===== config.mk =====
export PLATFORM = sky130hd
export DESIGN_NAME = axi_w_order_arbiter
export DESIGN_NICKNAME = d
export VERILOG_FILES = /design/src/rtl/axi_w_order_arbiter.sv
export SDC_FILE = /design/constraint.sdc
export NUM_CORES = 1
export LEC_CHECK = 0
export ABC_AREA = 1
export CELL_PAD_IN_SITES_DETAIL_PLACEMENT = 0
export CELL_PAD_IN_SITES_GLOBAL_PLACEMENT = 1
export CORE_AREA = 5 5 288 290
export DETAILED_ROUTE_END_ITERATION = 10
export DIE_AREA = 0 0 293 295
export HOLD_SLACK_MARGIN = 0.02
export PLACE_DENSITY_LB_ADDON = 0.1
export SYNTH_ARGS = -nofsm -noshare
export SYNTH_HDL_FRONTEND = slang
export SYNTH_SLANG_ARGS = --single-unit

===== constraint.sdc =====
create_clock -name clk -period 4.5 [get_ports clk]
set_input_delay 0.9 -clock clk [delete_from_list [all_inputs] [get_ports clk]]
set_output_delay 0.9 -clock clk [all_outputs]
set_load 0.005 [all_outputs]

===== src/rtl/axi_w_order_arbiter.sv =====
// W-channel arbiter: replays AW grant order from an ID FIFO and locks the W mux to the head target until wlast.
// Optional build macro AXI_W_ORDER_LEN_CHECK_EN adds awlen_i / w_len_err_o burst length checking.
module axi_w_order_arbiter #(
  parameter int  N_TARG_PORT = 8,
  parameter int  FIFO_DEPTH  = 8,
  parameter int  AXI_DATA_W  = 64,
  parameter int  AXI_USER_W  = 6,
  localparam int AXI_STRB_W  = AXI_DATA_W / 8,
  localparam int CNT_W       = $clog2(FIFO_DEPTH + 1)
) (
  input  logic                              clk,
  input  logic                              rst_n,
  input  logic                              test_en_i,
  input  logic                              push_ID_i,
  input  logic [N_TARG_PORT-1:0]            ID_i,
  output logic                              grant_FIFO_ID_o,
  output logic [CNT_W-1:0]                  outstanding_o,
  input  logic [N_TARG_PORT-1:0]            wvalid_i,
  input  logic [N_TARG_PORT*AXI_DATA_W-1:0] wdata_i,
  input  logic [N_TARG_PORT*AXI_STRB_W-1:0] wstrb_i,
  input  logic [N_TARG_PORT-1:0]            wlast_i,
  input  logic [N_TARG_PORT*AXI_USER_W-1:0] wuser_i,
  output logic [N_TARG_PORT-1:0]            wready_o,
  output logic                              wvalid_o,
  output logic [AXI_DATA_W-1:0]             wdata_o,
  output logic [AXI_STRB_W-1:0]             wstrb_o,
  output logic                              wlast_o,
  output logic [AXI_USER_W-1:0]             wuser_o,
`ifdef AXI_W_ORDER_LEN_CHECK_EN
  input  logic [7:0]                        awlen_i,
  output logic                              w_len_err_o,
`endif
  input  logic                              wready_i
);

  localparam int PTR_W = (FIFO_DEPTH > 1) ? $clog2(FIFO_DEPTH) : 1;
`ifdef AXI_W_ORDER_LEN_CHECK_EN
  localparam int FIFO_W = N_TARG_PORT + 8;
`else
  localparam int FIFO_W = N_TARG_PORT;
`endif

  typedef enum logic {S_IDLE, S_ACTIVE} state_t;

  state_t                 r_state;
  state_t                 w_state_nxt;
  logic [FIFO_W-1:0]      r_mem [FIFO_DEPTH];
  logic [PTR_W-1:0]       r_wr_ptr;
  logic [PTR_W-1:0]       r_rd_ptr;
  logic [CNT_W-1:0]       r_cnt;
  logic [FIFO_W-1:0]      w_push_data;
  logic [FIFO_W-1:0]      w_head;
  logic [N_TARG_PORT-1:0] w_sel;
  logic                   w_push;
  logic                   w_pop;
  logic                   w_beat;
  logic                   w_unused_test_en;

  assign w_unused_test_en = test_en_i;

  // Grant looks only at the registered count, so a pop while full frees a slot one cycle later.
  assign grant_FIFO_ID_o = (r_cnt != CNT_W'(FIFO_DEPTH));
  assign outstanding_o   = r_cnt;
  assign w_push          = push_ID_i & grant_FIFO_ID_o;
  assign w_head          = r_mem[r_rd_ptr];
  assign w_sel           = (r_state == S_ACTIVE) ? w_head[N_TARG_PORT-1:0] : '0;
  assign w_beat          = wvalid_o & wready_i;
  assign w_pop           = w_beat & wlast_o;

`ifdef AXI_W_ORDER_LEN_CHECK_EN
  assign w_push_data = {awlen_i, ID_i};
`else
  assign w_push_data = ID_i;
`endif

  always_ff @(posedge clk) begin
    if (w_push) r_mem[r_wr_ptr] <= w_push_data;
  end

  always_ff @(posedge clk or negedge rst_n) begin
    if (!rst_n) begin
      r_wr_ptr <= '0;
      r_rd_ptr <= '0;
      r_cnt    <= '0;
    end else begin
      if (w_push) r_wr_ptr <= r_wr_ptr + PTR_W'(1);
      if (w_pop)  r_rd_ptr <= r_rd_ptr + PTR_W'(1);
      r_cnt <= r_cnt + CNT_W'(w_push) - CNT_W'(w_pop);
    end
  end

  always_ff @(posedge clk or negedge rst_n) begin
    if (!rst_n) r_state <= S_IDLE;
    else        r_state <= w_state_nxt;
  end

  // ACTIVE exactly while the FIFO holds an entry, so a freshly pushed ID is served the next cycle.
  always_comb begin
    w_state_nxt = r_state;
    case (r_state)
      S_IDLE:   if (w_push) w_state_nxt = S_ACTIVE;
      S_ACTIVE: if (w_pop && !w_push && (r_cnt == CNT_W'(1))) w_state_nxt = S_IDLE;
      default:  w_state_nxt = S_IDLE;
    endcase
  end

  always_comb begin
    wdata_o = '0;
    wstrb_o = '0;
    wlast_o = 1'b0;
    wuser_o = '0;
    for (int k = 0; k < N_TARG_PORT; k++) begin
      wdata_o = wdata_o | (wdata_i[k*AXI_DATA_W +: AXI_DATA_W] & {AXI_DATA_W{w_sel[k]}});
      wstrb_o = wstrb_o | (wstrb_i[k*AXI_STRB_W +: AXI_STRB_W] & {AXI_STRB_W{w_sel[k]}});
      wuser_o = wuser_o | (wuser_i[k*AXI_USER_W +: AXI_USER_W] & {AXI_USER_W{w_sel[k]}});
      wlast_o = wlast_o | (wlast_i[k] & w_sel[k]);
    end
  end

  assign wvalid_o = |(wvalid_i & w_sel);
  assign wready_o = w_sel & {N_TARG_PORT{wready_i}};

`ifdef AXI_W_ORDER_LEN_CHECK_EN
  logic [7:0] r_beat_cnt;
  logic       r_len_err;
  logic [7:0] w_head_len;

  assign w_head_len  = w_head[N_TARG_PORT +: 8];
  assign w_len_err_o = r_len_err;

  // A beat is wrong when wlast disagrees with "this beat index equals awlen".
  always_ff @(posedge clk or negedge rst_n) begin
    if (!rst_n) begin
      r_beat_cnt <= '0;
      r_len_err  <= 1'b0;
    end else begin
      if (w_pop)       r_beat_cnt <= '0;
      else if (w_beat) r_beat_cnt <= r_beat_cnt + 8'd1;
      if (w_beat && (wlast_o != (r_beat_cnt == w_head_len))) r_len_err <= 1'b1;
    end
  end
`endif

`ifndef SYNTHESIS
  a_push_full: assert property (@(posedge clk) disable iff (!rst_n) push_ID_i |-> grant_FIFO_ID_o)
    else $error("push_ID_i asserted while ID FIFO is full");
  a_id_onehot: assert property (@(posedge clk) disable iff (!rst_n) push_ID_i |-> $onehot(ID_i))
    else $error("ID_i is not one-hot on push");
`endif

endmodule


Word level (Yosys, flattened, before mapping):

Memory sizes are Yosys's and may differ from the RTL's.
Index checks and enable logic that the tools add are counted.

* flip-flop bits (word level): 11
* input bits: 653
* RAM bits: 64
* memories: 1
* word-level logic and storage cells: 86

* multiplexer cells: 5
* eq/ne operators: 2
* bitwise gates (word level): 66
* $add $sub $neg: 4
* reduce and logical (&&, ||, !) cells: 4

Memory list
* r_mem: words 8, bits a word 8, rd ports 1, clocked after Yosys merged registers in 0, write ports 1, RTL line 47 `logic [FIFO_W-1:0] r_mem [FIFO_DEPTH];`

Operators with widths (number)
* bitwise AND 64 bit: 8
* OR 64 bit: 7
* bitwise AND 8 bit: 10
* OR 8 bit: 7
* bitwise AND 6 bit: 8
* OR 6 bit: 7
* bitwise AND 1 bit: 11
* 2-to-1 mux 8 bit: 1
* OR reduction 8 bit: 1
* OR 1 bit: 7
* adder 3 x 1 -> 3 bit, second input constant: 2
* adder 4 x 1 -> 4 bit: 1
* equality test 4 x 1 -> 1 bit, second input constant: 1
* inequality test 4 bit, second input constant: 1
* subtractor 4 x 1 -> 4 bit: 1
* 2-to-1 mux 1 bit: 3
* logical AND 1 bit: 2
* case mux 1 bit (2 select lines): 1
* zero test 1 bit: 1
* NOT 1 bit: 1

Longest topological paths before layout:

Gate-level depths: netlist of run 1.
An unclocked memory read counts as a cell.

* depth after elaboration: 15
* gate-level depth with buffers: 21

Worst setup path after synthesis of run 1:

OpenSTA, ideal clock, no wires.

* kind: flip-flop to flip-flop
* start point: register r_rd_ptr[0]
* end point: register r_cnt[2], in the netlist outstanding_o[2]
* period minus slack after synthesis: 2633 ps
* required time: 4377 ps
* setup time: 123 ps
* cell stages (with the launch flop): 18
* buffers on the path: 2
* data arrival time: 2510 ps
* slack: 1867 ps
* cell sequence: dfrtp_1 buf_6 inv_4 buf_4 nand2_1 nand3_1 nand3_1 nand3_2 o21ai_1 nor2_1 nand2_2 nand3_2 inv_2 ha_1 inv_1 ha_1 fa_1 xor2_1

RTL lines
* start: declaration: RTL line 49 `logic [PTR_W-1:0] r_rd_ptr;`
* start signal: assignment: RTL line 87 `if (w_pop) r_rd_ptr <= r_rd_ptr + PTR_W'(1);`
* memory (8 x 8 bit)
* 2-to-1 mux 8 bit: RTL line 66 `assign w_sel = (r_state == S_ACTIVE) ? w_head[N_TARG_PORT-1:0] : '0;`
* bitwise AND 8 bit: RTL line 120 `assign wvalid_o = |(wvalid_i & w_sel);`
* OR reduction 8 bit: RTL line 120
* via wvalid_o: RTL line 24 `output logic wvalid_o,`
* bitwise AND 1 bit: RTL line 67 `assign w_beat = wvalid_o & wready_i;`
* bitwise AND 1 bit: RTL line 68 `assign w_pop = w_beat & wlast_o;`
* subtractor 4 x 1 -> 4 bit: RTL line 88 `r_cnt <= r_cnt + CNT_W'(w_push) - CNT_W'(w_pop);`
* end signal: assignment: RTL line 88
* end: declaration: RTL line 50 `logic [CNT_W-1:0] r_cnt;`

The timed path passes the listed nets, and every way through them passes these cells.
A chain may end at the register's enable or synchronous reset.

Worst setup path after layout of run 1:

* start point: register r_rd_ptr[0]
* end point: output wdata_o[0]

* longest elaborated chain between the ends: 10

Ends and longest elaborated chain
* memory (8 x 8 bit) (*)
* 2-to-1 mux 8 bit (*): RTL line 66
* bitwise AND 64 bit: RTL line 113 `wdata_o = wdata_o | (wdata_i[k*AXI_DATA_W +: AXI_DATA_W] & {AXI_DATA_W{w_sel[k]}});`
* OR 64 bit (6 in a row): RTL line 113
* OR 64 bit (*): RTL line 113
* end: declaration: RTL line 25 `output logic [AXI_DATA_W-1:0] wdata_o,`

Mark *: on every way between the ends. The rest lies on a longest branch, timed or not.

==> results of run 1 <==
[through the flow]
step / utilization / area, sq um / hold slack, ps / cells
floorplan: - / 7820 / 493 / 1303
global placement: 0.210 / 16800 / 523 / 3093
detailed placement: 0.210 / 16800 / 523 / 3093
CTS: 0.214 / 17100 / 539 / 3109
global route: 0.214 / 17100 / 587 / 3110
finish: 0.214 / 17200 / 539 / 3117
[layout make-up]
| class | count | area (sq um) |
|---|---|---|
| fill | 9084 | 62900 |
| timing repair buffer | 808 | 8080 |
| multi-input combinational | 949 | 4440 |
| sequential | 75 | 2200 |
| tap | 1060 | 1330 |
| inverter | 201 | 768 |
| clock buffer | 9 | 225 |
| clock inverter | 7 | 98.8 |
| antenna | 8 | 20.0 |
[state kept, by name (all words and copies together) (netlist names)]
signal / count
r_rd_ptr: 3
r_state: 1
outstanding_o: 4
r_wr_ptr: 3
r_mem: 64
[worst max-delay path, stage by stage (launching register included)]
cell	delay (ps)
dfrtp_1	410
inv_4	320
nand2_1	100
nand3_1	90
nand3_1	180
nand3_4	330
buf_4	410
o22ai_1	120
a21oi_1	340
buf_4	180
nand4_1	60
clkdlybuf4s50_1	460
[synth_stat cells, types with 2 or more instances]
| cell type | count | area share |
|---|---|---|
| a21oi_1 | 103 | 0.066 |
| buf_1 | 4 | 0.0019 |
| buf_2 | 38 | 0.024 |
| buf_4 | 9 | 0.0086 |
| buf_6 | 11 | 0.016 |
| clkbuf_1 | 16 | 0.0077 |
| dfrtp_1 | 11 | 0.035 |
| edfxtp_1 | 64 | 0.25 |
| ha_1 | 8 | 0.013 |
| inv_1 | 193 | 0.093 |
| inv_2 | 7 | 0.0034 |
| nand2_1 | 521 | 0.25 |
| nand3_1 | 62 | 0.040 |
| nand3_2 | 5 | 0.0064 |
| nand4_1 | 72 | 0.058 |
| nor2_1 | 57 | 0.027 |
| o2111ai_1 | 25 | 0.028 |
| o211a_1 | 2 | 0.0026 |
| o21ai_0 | 32 | 0.020 |
| o21ai_1 | 3 | 0.0019 |
| o22ai_1 | 50 | 0.040 |
| xor2_1 | 3 | 0.0034 |
[cell families (layout without fill, tap and decap cells)]
group,after synthesis,count (layout),share of synthesized area
AO/OA/AOI/OAI,217,217,0.161
XOR/XNOR,4,4,0.00448
adder cells (fa/ha/maj),9,9,0.0154
buffers and inverters,279,1025,0.155
flip-flops,75,75,0.281
other,0,8,0
AND/OR/NAND/NOR,719,719,0.383
[metal layers]
layer  up-vias  GRT usage  share of wire
met4        24     0.0118         0.0069
met3        77     0.0524          0.072
met1      5530      0.220           0.42
met5         -          0         0.0021
li1       5754          -              -
met2       485      0.324           0.50
[power breakdown]
group          switching (uW)  internal [uW]  leakage (uW)
Combinational            5880           3680       0.00639
Sequential               85.0            899      0.000710
Clock                     312            492      0.000162
[worst paths after layout]
path / end / from / cells after the start / slack [ps]
hold reg to reg: r_wr_ptr[0] / r_wr_ptr[0] / 2 / 540
hold / removal: r_wr_ptr[0] / r_wr_ptr[0] / 2 / 540
max in group asynchronous: r_wr_ptr[0] / rst_n / 1 / 3140
setup reg to reg: outstanding_o[2] / r_rd_ptr[0] / 18 / 870
min in group asynchronous: outstanding_o[2] / rst_n / 1 / 940
setup / recovery: wdata_o[0] / r_rd_ptr[0] / 11 / 220
==> out/metrics.yaml, run 1 <==
status:
  outcome: "complete, no violations"
global_route:
  track_usage: 0.179
  antenna_found_initial: 43
  grt_pass1_wl_microns: 108000
  grt_max_degree: 41
  overflow: 0
  grt_pass1_vias: 12200
layout:
  syn2layout_area_growth_pct: 119
  finalNetCount: 2706
  layout-drive-gt1-share: 0.0488
  most-common-layout-cells: "clkdlybuf4s50_1 (742), nand2_1 (521), inv_1 (193)"
  final_common_cell: "clkdlybuf4s50_1"
drt:
  first_pass_iters: 4
  drc_errors: 0
  drt_wl_total_microns: 82500
  antenna_left: 0
  drt_iter0_markers: 583
  vias: 11900
  avgRoutedWirePerCell_microns: 26.5
  vias_per_cell: 3.81
worst_setup_path:
  critPathArrivalTime_ps: 3380
  timing_worst_setup_path_type: "reg2out"
  cp.required_ps: 3600
  critPathLaunchType: "register"
  cp_max_fo: 33
  critical_path.endpoint_type: "output port"
placed_design:
  place_ws_ps: 454
  hpwl_microns: 69800
  place_congestion: 0.910
  portBuffers: 744
clock_network:
  htree_levels: 3
  postCtsSetupBuffers: 0
  cts_buffers: 9
  clock_latency_ps: 340
  cts.path.max_buffers: 2
  cts_tree: "built"
  clkTransAtPathRegs_ps: 60
  ctsHoldBuffers: 0
  clock_sinks: 75
  ctsResizeCount: 0
  cts.root.buffer_cell: "clkbuf_16"
sta:
  post-route-period-util: 0.950
  maxSlewHeadroom: 0.573
  max_freq_mhz: 234
  clock_skew_ps: 13.6
  finalCriticalPeriod_ps: 4280
  slew_viol_final: 0
  worst_slew_pin_slew_ps: 641
  hold_viol_final: 0
  setup-tns-final_ps: 0
  rsz0062_at_grt: "false"
  setup_slack_ps: 223
  setup_viol: 0
floorplanning:
  dieHeight_microns: 295
  initial_core_util: 0.0977
  ios: 746
  rows: 104
  fp.dieW_microns: 293
  die_area_sq_um: 86400
  core-area_sq_um: 80000
yosys:
  synth_edf_count: 64
  ys_ff_latch: 75
  synth_area_sq_um: 7820
  ys.flop_type: "edfxtp_1"
  yosysSeqAreaShare: 0.281
  avgSynthCellArea_sq_um: 6.00
  ys_warn_count: 0
  async_reset_ff_frac: 0.147
  synth_cells: 1303
  synth_cell_types: 29
  synth_nets: 1965
power_and_ir_drop:
  power.total_uw: 11300
  leakage_uw: 0.00726
  p_per_area_nw_per_um2: 661
  vdd.ir_drop.worst_mv: 0.285
job:
  cap_viol_max_count: 0
hold_path:
  hp-class: "reg2reg"
(Power assumes the default switching activity.)
==> run 2, diff against run 1 <==
CTS_CLUSTER_SIZE = 28   (was unset)
SLEW_MARGIN = 20   (was unset)
==> results of run 2 <==
No change in the layout: final DEF, timing and power equal those of run 1.
